$ cat config.mk
export PLATFORM = sky130hd
export DESIGN_NAME = vedic_product_accumulator
export DESIGN_NICKNAME = d
export VERILOG_FILES = /design/src/rtl/vedic_product_accumulator.sv
export SDC_FILE = /design/constraint.sdc
export NUM_CORES = 1
export LEC_CHECK = 0
export BUFFER_PORTS_ARGS = -buffer_cell sky130_fd_sc_hd__buf_2
export CAP_MARGIN = 20
export CORE_ASPECT_RATIO = 0.5
export CORE_MARGIN = 2
export CORE_UTILIZATION = 55
export DETAILED_ROUTE_END_ITERATION = 7
export GPL_ROUTABILITY_DRIVEN = 1
export PLACE_DENSITY_LB_ADDON = 0.1
export SYNTH_ARGS = -nofsm -noshare
export SYNTH_HDL_FRONTEND = slang
export SYNTH_SLANG_ARGS = --single-unit
$ cat constraint.sdc
create_clock -name clk -period 2.6 [get_ports clk]
set_input_delay 0.39 -clock clk [delete_from_list [all_inputs] [get_ports clk]]
set_output_delay 0.39 -clock clk [all_outputs]
set_load 0.02 [all_outputs]
$ cat src/rtl/vedic_product_accumulator.sv
// Accumulates a stream of unsigned 8-bit Vedic multiplier products into one sum and
// emits the result after ACC_LEN products or on in_last, with valid/ready on both sides.
module vedic_product_accumulator #(
   parameter int unsigned ACC_LEN = 16,
   parameter int unsigned ACC_W   = 12,
   localparam int unsigned CNT_W  = $clog2(ACC_LEN + 1)
) (
   input  logic             clk,
   input  logic             rst_n,
   input  logic             clr,
   input  logic             in_valid,
   output logic             in_ready,
   input  logic [7:0]       in_product,
   input  logic             in_last,
   output logic             out_valid,
   input  logic             out_ready,
   output logic [ACC_W-1:0] out_sum,
   output logic [CNT_W-1:0] out_count
);

   if (ACC_LEN < 2 || ACC_LEN > 256) begin : g_bad_len
      $error("vedic_product_accumulator: ACC_LEN must be in 2..256");
   end
   if (ACC_W < 8 + $clog2(ACC_LEN)) begin : g_bad_width
      $error("vedic_product_accumulator: ACC_W too narrow for ACC_LEN products");
   end

   typedef enum logic {StAccum, StHold} state_t;

   state_t           state;
   logic [ACC_W-1:0] acc;
   logic [CNT_W-1:0] cnt;

   logic             accept;
   logic             closing;
   logic [ACC_W-1:0] acc_next;
   logic [CNT_W-1:0] cnt_next;

   always_comb begin
      in_ready = (state == StAccum) && !clr;
      accept   = in_valid && in_ready;
      acc_next = acc + ACC_W'(in_product);
      cnt_next = cnt + CNT_W'(1);
      closing  = accept && (in_last || (cnt == CNT_W'(ACC_LEN - 1)));
   end

   always_ff @(posedge clk or negedge rst_n) begin
      if (!rst_n) begin
         state     <= StAccum;
         acc       <= '0;
         cnt       <= '0;
         out_valid <= 1'b0;
         out_sum   <= '0;
         out_count <= '0;
      end else begin
         unique case (state)
            StAccum: begin
               if (clr) begin
                  acc <= '0;
                  cnt <= '0;
               end else if (closing) begin
                  out_sum   <= acc_next;
                  out_count <= cnt_next;
                  out_valid <= 1'b1;
                  acc       <= '0;
                  cnt       <= '0;
                  state     <= StHold;
               end else if (accept) begin
                  acc <= acc_next;
                  cnt <= cnt_next;
               end
            end
            StHold: begin
               // Result registers stay frozen; only the consumer handshake moves us on.
               if (out_ready) begin
                  out_valid <= 1'b0;
                  state     <= StAccum;
               end
            end
            default: state <= StAccum;
         endcase
      end
   end

endmodule

==> run summary <==
For the number of setup buffers added after CTS, the log shows 0. For the gate count after technology mapping, the log shows 195. The pre-antenna-repair detailed-routing pass consisted of 4 iterations. The layout net count is 257, and the final weighted congestion in routability-driven placement is 0.881. The clock-pin slew on the worst setup and hold paths was 0.07 ns; the sequential fraction of the synthesis area was 0.472. The fraction of final layout cells with drive strength greater than 1 works out to 0.219.

Detailed placement finished with a half-perimeter wire length of 2980 um. The detail route stage leaves a number of antenna-violating nets equal to 0. The utilization after layout was 0.663. The critical path goes through ha_1, inv_1, fa_1, nor2b_1, o2111ai_1, and2_1, nor3b_1, o41ai_1. The synthesized design contains 0 enable-type register cells. In the routed layout, each cell is associated on average with a via count of 5.89. Setup violations remaining at the end of the flow were counted as 0.

The critical register-to-register path endpoint was out_sum[10]$_DFFE_PN0P_. The tools report the largest clock skew in the final design as 0.00411 ns. The logs give 15 for the number of placement rows and 5 for the number of CTS-inserted buffers. STA classifies the critical path startpoint as a register. Input and output buffers added on the ports amount to 32. The clock root buffer master was clkbuf_8. Timing analysis after detailed placement gives a worst setup slack of 0.313 ns.

The cell class contributing the biggest share of worst-path delay is adder cells. The analysis attributes to cell leakage a power of 1.08 nW. The floorplan step defined a die boundary enclosing 3990 um^2.

Across the run, the number of max-cap violations was 0. From bottom edge to top edge, the die measures 45.7 um. The worst setup path is captured at a register. Of all nets on the critical path, the largest fanout is 5. The logs give 0 for the final-report max-slew violation count and 7100 um for the wire length of the first global-routing pass. The H-tree depth was 2; the tightest hold margin was 0.170 ns. Data arrives at the worst endpoint at 2.41 ns. For the maximum clock insertion buffer count, the log shows 2.

For the worst flop-to-flop path, the logic depth is 8. The number of nets handed over by synthesis was 220. The repair_antennas step left the layout with diodes totalling 0.

Counting every sink on the clock net gives 36. The post-route minimum period came out at 2.25 ns. The clock latency of the later-clocked register in the worst-skew pair is 0.29 ns, and the total number of vias is 1620. Compared with the post-synthesis result, the final layout area differs by 17.3%. The Yosys step of the flow raised 0 warnings. The tools report the setup slack of the worst register-to-register path as 0.35 ns. The global-route usage over all layers is 0.240, and the wire length reported by the detailed router is 4370 um. Entering global routing, the biggest net connects 37 pins.

In this run, post-CTS hold repair placed 0 buffers. During I/O placement, the number of pins put on the boundary was 33. The final worst-path cycle share is 0.867. The flow ran to the end, and the final reports show no timing, DRC or antenna violations.

The relative slew slack is 0.451, and the worst setup margin is 0.346 ns. The via count of the first global-routing pass was 1524; the initial cell density of the core was 0.565. The worst min-delay path class was in2async. STA puts the critical path data required time at 2.76 ns. The run gives 0 as the initial antenna violation count.

In the layout the commonest cells are dfrtp_1, buf_2, nand2_1. Timing would allow up to 444 MHz. The number of gates given a new drive strength after cts is 0, and the synthesized flop and latch total is 36. The critical path is of the reg2reg type. The run gives 117 as the number of DRC markers in iteration 0. The library cell used most frequently in the layout, excluding fill and tap cells, is dfrtp_1. The x dimension of the die came out at 87.3 um. In this run the critical register-to-register path is launched from acc[0]$_DFFE_PN0P_.

TritonCTS built the clock tree. After filler insertion, the fill cell instance count of the layout stands at 311. Global routing finished with a remaining overflow of 0.

The region available for standard cell placement spans 3380 um^2. For the post-route setup TNS, the log shows 0 ns. The largest individual stage delay along the critical path comes from the cell fa_1.

The power density over cell area was 684 nW/um^2. The critical path's largest stage delay was 0.41 ns. The final routed DRC violation total was 0; the transition time of the tightest slew-check pin was 0.821 ns. The total buffers and inverters traversed by the critical path was 1. In the synthesized netlist the dominant register cell turns out to be dfrtp_1.

For the maximum VDD drop, the log shows 0.385 mV. Setup repair after global routing left no endpoint under its margin. The post-synthesis area per instance came out at 9.79 um^2.

The detailed-route wire length per cell was 15.9 um. The cell area after synthesis was 1910 um^2; the fraction of registers with async set or reset after synthesis was 1.00. The number of hold-slack violations in the final timing report was 0.

Number of library cell types mapped by synthesis: 41.
## power breakdown
part           total (mW)  internal, mW  switching, mW
Combinational       0.365         0.136          0.229
Clock               0.498         0.285          0.213
Sequential          0.668         0.630         0.0388
Total                1.53          1.05          0.481
## routing by layer
layer  wire length [um]  track usage  vias to the layer above
met4                 45       0.0923                        0
met3                198       0.0616                        5
met1               2160        0.325                      796
met5                  0            0                        -
li1                   -            -                      778
met2               1960        0.379                       41
## layout make-up
class                   instances  area [um^2]  share of cell area
repair buffers                 37          198              0.0883
flip-flops and latches         36          901               0.402
inverters                       6         22.5              0.0101
clock buffers                   6         72.6              0.0324
clock inverters                 2         35.0              0.0156
multi-input cells             146          958               0.428
well taps                      42         52.6              0.0235
## synth_stat cells, types with 4 or more instances
| master | count | area (um^2) |
|---|---|---|
| inv_1 | 6 | 22.5 |
| o31ai_1 | 4 | 30.0 |
| xnor2_1 | 5 | 43.8 |
| xor2_1 | 4 | 35.0 |
| o21ai_0 | 17 | 85.1 |
| ha_1 | 10 | 125 |
| nand2_1 | 31 | 116 |
| clkbuf_1 | 6 | 22.5 |
| a22o_1 | 8 | 70.1 |
| nor2_1 | 7 | 26.3 |
| a21oi_1 | 10 | 50.1 |
| nand3_1 | 5 | 25.0 |
| dfrtp_1 | 36 | 901 |
## logic make-up after synthesis
logic type,after synthesis,synth area share
xor+xnor,9,0.0413
flops,36,0.472
simple gates,60,0.148
fa+ha+maj,11,0.0760
mux,3,0.0177
compound gates,63,0.219
buf+inv,13,0.0262
## state kept, by name (all words and copies together), names as in the netlist
name / flops
out_valid: 1
cnt: 5
out_count: 5
state: 1
out_sum: 12
acc: 12
## per-stage QoR
| stage | total power, mW | instance area (um^2) | instances |
|---|---|---|---|
| 6_report | 1.53 | 2240 | 275 |
| 5_1_grt | 1.60 | 2240 | 275 |
| 4_1_cts | 1.54 | 2240 | 275 |
| 3_5_place_dp | 1.04 | 2130 | 267 |
| 3_3_place_gp | 1.03 | 2130 | 267 |
| 2_1_floorplan | 0.915 | 1910 | 195 |
## worst max path at each step
stage               depth (start not counted)               start                      end
finish                                      8  acc[0]$_DFFE_PN0P_  out_sum[10]$_DFFE_PN0P_
floorplan                                   8       in_product[0]      acc[10]$_DFFE_PN0P_
global placement                            9       in_product[0]      acc[10]$_DFFE_PN0P_
global route                                8  cnt[0]$_DFFE_PN0P_       acc[9]$_DFFE_PN0P_
CTS                                         8  acc[0]$_DFFE_PN0P_  out_sum[10]$_DFFE_PN0P_
detailed placement                          9       in_product[0]      acc[10]$_DFFE_PN0P_
Power figures use the tool's default switching activity.
